[config.mk]
export PLATFORM = sky130hd
export DESIGN_NAME = skew_inbuf
export DESIGN_NICKNAME = d
export VERILOG_FILES = /design/src/rtl/skew_inbuf.sv
export SDC_FILE = /design/constraint.sdc
export NUM_CORES = 1
export LEC_CHECK = 0
export CAP_MARGIN = 10
export CORE_ASPECT_RATIO = 1.1
export CORE_MARGIN = 5
export CORE_UTILIZATION = 40
export CTS_BUF_LIST = sky130_fd_sc_hd__clkbuf_16
export CTS_CLUSTER_DIAMETER = 50
export DETAILED_ROUTE_END_ITERATION = 12
export GPL_TIMING_DRIVEN = 0
export SYNTH_ARGS = -nofsm -noshare
export SYNTH_HDL_FRONTEND = slang
export SYNTH_SLANG_ARGS = --single-unit
export TNS_END_PERCENT = 30
[constraint.sdc]
create_clock -name clk -period 3.9 [get_ports clk]
set_clock_uncertainty 0.05 [all_clocks]
set_input_delay 0.39 -clock clk [delete_from_list [all_inputs] [get_ports clk]]
set_output_delay 0.39 -clock clk [all_outputs]
set_load 0.05 [all_outputs]
[src/rtl/skew_inbuf.sv]
// Multi-lane skewed input buffer. Every lane is a circular FIFO that is written
// and read as part of one vector. On reset or clear, lane i is preloaded with
// i*SKEW zero entries, so the array behind it sees diagonally skewed operands.
module skew_inbuf #(
  parameter int unsigned WORDLEN = 8,
  parameter int unsigned NLANES  = 4,
  parameter int unsigned DEPTH   = 16,
  parameter int unsigned SKEW    = 1
) (
  input  logic                        clk,
  input  logic                        rstn,
  input  logic                        clear,
  input  logic                        wr_valid,
  output logic                        wr_ready,
  input  logic [NLANES*WORDLEN-1:0]   din,
  input  logic                        rd_en,
  output logic [NLANES*WORDLEN-1:0]   dout,
  output logic [NLANES-1:0]           lane_empty,
  output logic                        all_empty,
  output logic                        ovf,
  output logic                        udf
);

  localparam int unsigned PW = (DEPTH > 1) ? $clog2(DEPTH) : 1;
  localparam int unsigned CW = PW + 1;

  logic [PW-1:0]      head_q [NLANES];
  logic [PW-1:0]      head_d [NLANES];
  logic [PW-1:0]      tail_q [NLANES];
  logic [PW-1:0]      tail_d [NLANES];
  logic [CW-1:0]      cnt_q  [NLANES];
  logic [CW-1:0]      cnt_d  [NLANES];
  logic [WORDLEN-1:0] mem_q  [NLANES][DEPTH];
  logic               ovf_q, ovf_d;
  logic               udf_q, udf_d;
  logic [NLANES-1:0]  lane_full;
  logic [NLANES-1:0]  pop;
  logic               wr_fire;

  // Wrap explicitly at DEPTH-1 so non-power-of-two depths work.
  function automatic logic [PW-1:0] ptr_inc(input logic [PW-1:0] p);
    return (p == PW'(DEPTH - 1)) ? '0 : p + 1'b1;
  endfunction

  // Status flags and first-word-fall-through head words, all from registered state.
  always_comb begin
    dout       = '0;
    lane_empty = '0;
    lane_full  = '0;
    for (int unsigned i = 0; i < NLANES; i++) begin
      lane_empty[i] = (cnt_q[i] == '0);
      lane_full[i]  = (cnt_q[i] == CW'(DEPTH));
      if (!lane_empty[i]) begin
        dout[i*WORDLEN +: WORDLEN] = mem_q[i][head_q[i]];
      end
    end
    wr_ready  = ~|lane_full;
    all_empty = &lane_empty;
    ovf       = ovf_q;
    udf       = udf_q;
  end

  // Next-state for pointers, counts and sticky flags; clear overrides rd/wr.
  always_comb begin
    wr_fire = wr_valid & wr_ready;
    pop     = '0;
    ovf_d   = ovf_q | (wr_valid & ~wr_ready);
    udf_d   = udf_q | (rd_en & all_empty);
    for (int unsigned i = 0; i < NLANES; i++) begin
      head_d[i] = head_q[i];
      tail_d[i] = tail_q[i];
      cnt_d[i]  = cnt_q[i];
      pop[i]    = rd_en & ~lane_empty[i];
      if (clear) begin
        head_d[i] = '0;
        tail_d[i] = PW'(i * SKEW);
        cnt_d[i]  = CW'(i * SKEW);
      end else begin
        if (pop[i]) head_d[i] = ptr_inc(head_q[i]);
        if (wr_fire) tail_d[i] = ptr_inc(tail_q[i]);
        if (wr_fire && !pop[i]) begin
          cnt_d[i] = cnt_q[i] + 1'b1;
        end else if (!wr_fire && pop[i]) begin
          cnt_d[i] = cnt_q[i] - 1'b1;
        end
      end
    end
    if (clear) begin
      ovf_d = 1'b0;
      udf_d = 1'b0;
    end
  end

  // Pointer, count and flag registers; reset restores the padded state.
  always_ff @(posedge clk or negedge rstn) begin
    if (!rstn) begin
      for (int unsigned i = 0; i < NLANES; i++) begin
        head_q[i] <= '0;
        tail_q[i] <= PW'(i * SKEW);
        cnt_q[i]  <= CW'(i * SKEW);
      end
      ovf_q <= 1'b0;
      udf_q <= 1'b0;
    end else begin
      for (int unsigned i = 0; i < NLANES; i++) begin
        head_q[i] <= head_d[i];
        tail_q[i] <= tail_d[i];
        cnt_q[i]  <= cnt_d[i];
      end
      ovf_q <= ovf_d;
      udf_q <= udf_d;
    end
  end

  // Lane storage; zeroed on reset/clear so the padding entries read as zero.
  always_ff @(posedge clk or negedge rstn) begin
    if (!rstn) begin
      for (int unsigned i = 0; i < NLANES; i++) begin
        for (int unsigned j = 0; j < DEPTH; j++) begin
          mem_q[i][j] <= '0;
        end
      end
    end else if (clear) begin
      for (int unsigned i = 0; i < NLANES; i++) begin
        for (int unsigned j = 0; j < DEPTH; j++) begin
          mem_q[i][j] <= '0;
        end
      end
    end else if (wr_fire) begin
      for (int unsigned i = 0; i < NLANES; i++) begin
        mem_q[i][tail_q[i]] <= din[i*WORDLEN +: WORDLEN];
      end
    end
  end

endmodule
After elaboration in Yosys (flattened, before gate mapping)
Index checks and enable logic that the tools add are counted.

Bitwise operators: 21. Add/subtract/negate cells: 16. Reductions and logical operators: 33. Magnitude comparators: 12. Mux-type cells: 68. Equality and inequality tests: 12.

Operator list (number): $mux 512 (2); $bwmux 128 (4); $bmux 8 s4 (4); $demux 8 s4 (4); $mux 8 (16); $mux 4 (24); $mux 5 (12); $ge 5x5->1 const B (8); $not 4->5 (8); $add 4x1->4 const B (8); $eq 4x4->1 const B (8); $add 5x1->5 const B (4); $eq 5x5->1 const B (4); $logic_not 5->1 (4); $lt 5x1->1 const B (4); $sub 5x1->5 const B (4); $logic_and 1x1->1 (12); $reduce_bool 3->1 (4); $reduce_bool 2->1 (5); $and 1x1->1 (7); $logic_not 1->1 (6); $not 1->1 (4); $reduce_and 4->1 (1); $reduce_or 4->1 (1); 2 further kinds (4).

Bits of input ports: 37. Bits in registers: 566. Logic and storage cells: 240.

Longest topological paths before layout
Depth in word-level cells: 9. Gate-level depth with buffers: 11. Depth with buffers taken out: 10.

Worst setup path before layout
Ideal clock, no wire load.

Kind: register to register. Start point: reg cnt_q[11] (netlist bit). End point: reg cnt_q[14] (netlist bit). Data required time: 3.725 ns. Setup slack: 0.783 ns. Setup time: 0.125 ns. Cell stages (with the launch flop): 10. Period minus slack after synthesis: 3.117 ns. Arrival time: 2.943 ns. Cells stage by stage: dfrtp_1 or4_1 o21ai_0 nand4_1 fa_1 a21o_1 a21oi_1 nor4_1 a2bb2oi_1 mux2_2.

Word-level cells in the longest chain between the ends: 7. Elaborated cells on any way between the ends: 17. Classes of those cells: add/sub (2); eq/ne (1); mux (3); bitwise (3); reduce/logical (8).

RTL lines: start: declaration (line 31) `logic [CW-1:0] cnt_q [NLANES];`; start signal: indexed assignment (line 100) `cnt_q[i] <= CW'(i * SKEW);`; start signal: indexed assignment (line 108) `cnt_q[i] <= cnt_d[i];`; $eq 5x5->1 / $logic_not 5->1 (equally long branches) (line 52, 51); $reduce_or 4->1 / $not 1->1 (equally long branches) (line 57, 73); $logic_not 1->1 / $and 1x1->1 (equally long branches) (line 57, 73); $and 1x1->1 / $logic_not 1->1 (equally long branches) (line 65, 81); $logic_and 1x1->1 / $logic_not 1->1 (equally long branches) (line 81, 83); $mux 5 / $logic_and 1x1->1 (equally long branches) (line 81, 83); $mux 5 / $reduce_bool 3->1 (equally long branches).

Parallel ways exist; a longest one is shown, timed or not. The select of a mux whose other input is x is not followed. A chain may end at the register's enable or synchronous reset.

Final worst setup path
Start point: reg cnt_q[5] (netlist bit). End point: out all_empty.

Word-level cells in the longest chain between the ends: 2.

RTL lines: $logic_not 5->1 (line 51) `lane_empty[i] = (cnt_q[i] == '0);`; $reduce_and 4->1 (line 58) `all_empty = &lane_empty;`; end: declaration (line 19) `output logic all_empty,`.

No other way between the ends.

==> metrics <==
post-synth net total=2721; clock sinks=566; Non-Filler Cell Area, Final=0.0342 sq mm; Placer Congestion=0.865; RSZ-0062 raised after global routing=false; CTS root buffer=clkbuf_16; final hold violation count=0; total number of vias=21.9k; CP max-delay cell=clkdlybuf4s50_1; DRC violations left=0; most common cell after layout, fill and taps aside=dfrtp_1; io pins=77; worst slew pin tran=0.981 ns; setup violators final=0; maximum achievable frequency=259 MHz; ys flop type=dfrtp_1; Reg2Reg Depth=9; Synthesis Warnings=0; largest net degree at the start of global routing=119; starting density of the core=40.4%; post-place instance area=0.0315 sq mm; total global routing overflow=0; full die area=0.0796 sq mm; asr flop ratio synth=100%; leakage power=16.6 nW; number of synthesized register bits=566; post-synthesis cell count=2644; CP Cell Sequence=or4_1, nor2_2, and4_1, clkdlybuf4s50_1; Nets=2868; Layout Area Growth over Synthesis=15.7%; vias in the first global route=23.2k; post-synthesis sequential area ratio=47.9%; cell count along the critical path=4; top-area cell type share of the netlist area=47.2%; Avg Inst Size Synth=11.2 sq um; n_diodes=0; Setup WS pre-CTS=-0.217 ns; postcts setup bufs=0; routed length per instance=22.6 um; global-route wire length before repair=135000 um; Placeable Area=0.0733 sq mm; Synth area leaders=dfrtp_1 (47%), mux4_2 (12%), mux2i_1 (12%); # port buffers=60; Detail Route Antenna Nets=0; crit share post-route=99.2%; hold path depth=3; post-DP HPWL=60700 um; Worst path top cell family by delay=simple AND/OR/NAND/NOR gates; DIE WIDTH=269 um; cts bufs inserted=79; CP Data Required Time=3.46 ns; CTS tree=built; maximum fanout along the worst path=10; critical path type=flop to primary output; Slew Limit Fails=0; num rows=104; most frequent cells in the layout=dfrtp_1 (558), mux2i_1 (349), nor2_1 (285); pwr dens=527 mW/mm^2; status=finished clean; WP buf/inv=1; CTS max path bufs=3; Worst Setup End Kind=primary output; Worst Path Arrival=3.43 ns; Finished Core Util=46.7%; wirelength, routed=86000 um; Worst Hold Class=input pin to flop; Peak VDD IR=287 uV; Die H=295 um; number of flops mapped to enable cells by yosys=0; slew margin rel.=34.6%; post-detailed-route via-to-cell ratio=5.74; H-tree Lvls=3; Synth area leader=dfrtp_1; CP max stage delay=0.86 ns; fin crit period=3.87 ns; mapped cell area=0.0296 sq mm; gr usage total=21.5%; number of max-cap violations=0; fin worst setup slack=0.0329 ns; layout cell share with drive strength beyond 1=15.4%; Initial DRC Count=1925; CP Launch Type=flop; Synth cell types=56; clk slew on worst S/H paths=0.06 ns; Clock Latency Late Sink=0.63 ns; DR pass1 iterations=6; initial antenna violation count=1
[sequential cells by signal (all words and copies together), names as in the netlist]
name and flops:
udf 1, cnt_q 20, tail_q 16, head_q 16, mem_q 512, ovf 1
[per-stage QoR]
| step | cells | setup TNS, ns | power, mW | hold WS (ns) |
|---|---|---|---|---|
| after floorplan | 2644 | 0 | 9.40 | 0.0444 |
| after global placement | 3658 | - | 10.7 | 0.431 |
| after detailed placement | 3663 | -2.25 | 10.8 | 0.257 |
| after CTS | 3806 | 0 | 18.2 | 0.105 |
| after global routing | 3806 | 0 | 18.8 | 0.162 |
| final | 3806 | 0 | 18.1 | 0.138 |
[worst paths after layout]
| check | from | end | slack [ns] |
|---|---|---|---|
| worst max-delay path | cnt_q[5] | all_empty | 0.03 |
| worst max register to register | cnt_q[11] | cnt_q[14] | 0.31 |
| worst min-delay path | din[0] | mem_q[440] | 0.14 |
| worst min register to register | udf | udf | 0.46 |
| min in group asynchronous | rstn | mem_q[219] | 0.20 |
| max in group asynchronous | rstn | mem_q[12] | 2.07 |
[routing by layer]
metal	part of all wire (%)	GRT usage (%)
met5	0.015	0
met4	3.2	7.52
met3	5.9	3.78
met2	50	37.0
met1	41	27.7
[layout make-up]
cell class / count / area, sq um
Fill cell: 6671 / 39000
Sequential cell: 566 / 14200
Multi-Input combinational cell: 1790 / 14100
Clock buffer: 80 / 2000
Buffer: 264 / 1280
Tap cell: 954 / 1190
Timing Repair Buffer: 66 / 713
Clock inverter: 62 / 662
Inverter: 24 / 90.1
[where the power goes]
part	internal, mW	switching, mW
Combinational	1.50	2.78
Clock	4.45	2.88
Sequential	6.19	0.265
[cell families after synthesis]
logic type | Yosys count | synth area share, %
flip-flops | 566 | 47.9
XOR/XNOR | 20 | 0.592
multiplexers | 513 | 24.1
buffers and inverters | 288 | 4.44
adder cells (fa/ha/maj) | 40 | 1.79
AND/OR/NAND/NOR | 827 | 14.3
AO/OA/AOI/OAI | 390 | 6.90
[synthesized netlist by cell type, drive strengths merged (4+ instances only)]
| master | count |
|---|---|
| a21o | 6 |
| a21oi | 187 |
| and2 | 18 |
| buf | 120 |
| clkbuf | 144 |
| dfrtp | 558 |
| dfstp | 8 |
| fa | 4 |
| ha | 36 |
| inv | 24 |
| mux2 | 4 |
| mux2i | 349 |
| mux4 | 160 |
| nand2 | 85 |
| nand2b | 116 |
| nand3 | 170 |
| nand3b | 24 |
| nand4 | 14 |
| nand4b | 11 |
| nor2 | 289 |
| nor2b | 43 |
| nor4 | 5 |
| o21ai | 175 |
| o31ai | 5 |
| or3 | 7 |
| or4 | 38 |
| xnor2 | 9 |
| xor2 | 11 |
[what timing repair did]
action | in CTS | in global routing
hold endpoints to repair | 36 | 0
gates cloned | 0 | 0
resized for setup | 60 | 12
endpoints found under the setup margin | 33 | 27
hold buffers | 1 | 0
[worst register-to-register path: cells and delay by family, from the launching register on]
family          cells  cell delay (ns)
fa+ha+maj           1             0.58
flops               1             0.45
simple gates        3             1.15
mux                 1             0.35
compound gates      4             0.92
Note: power is estimated with default switching activity, not from simulation.
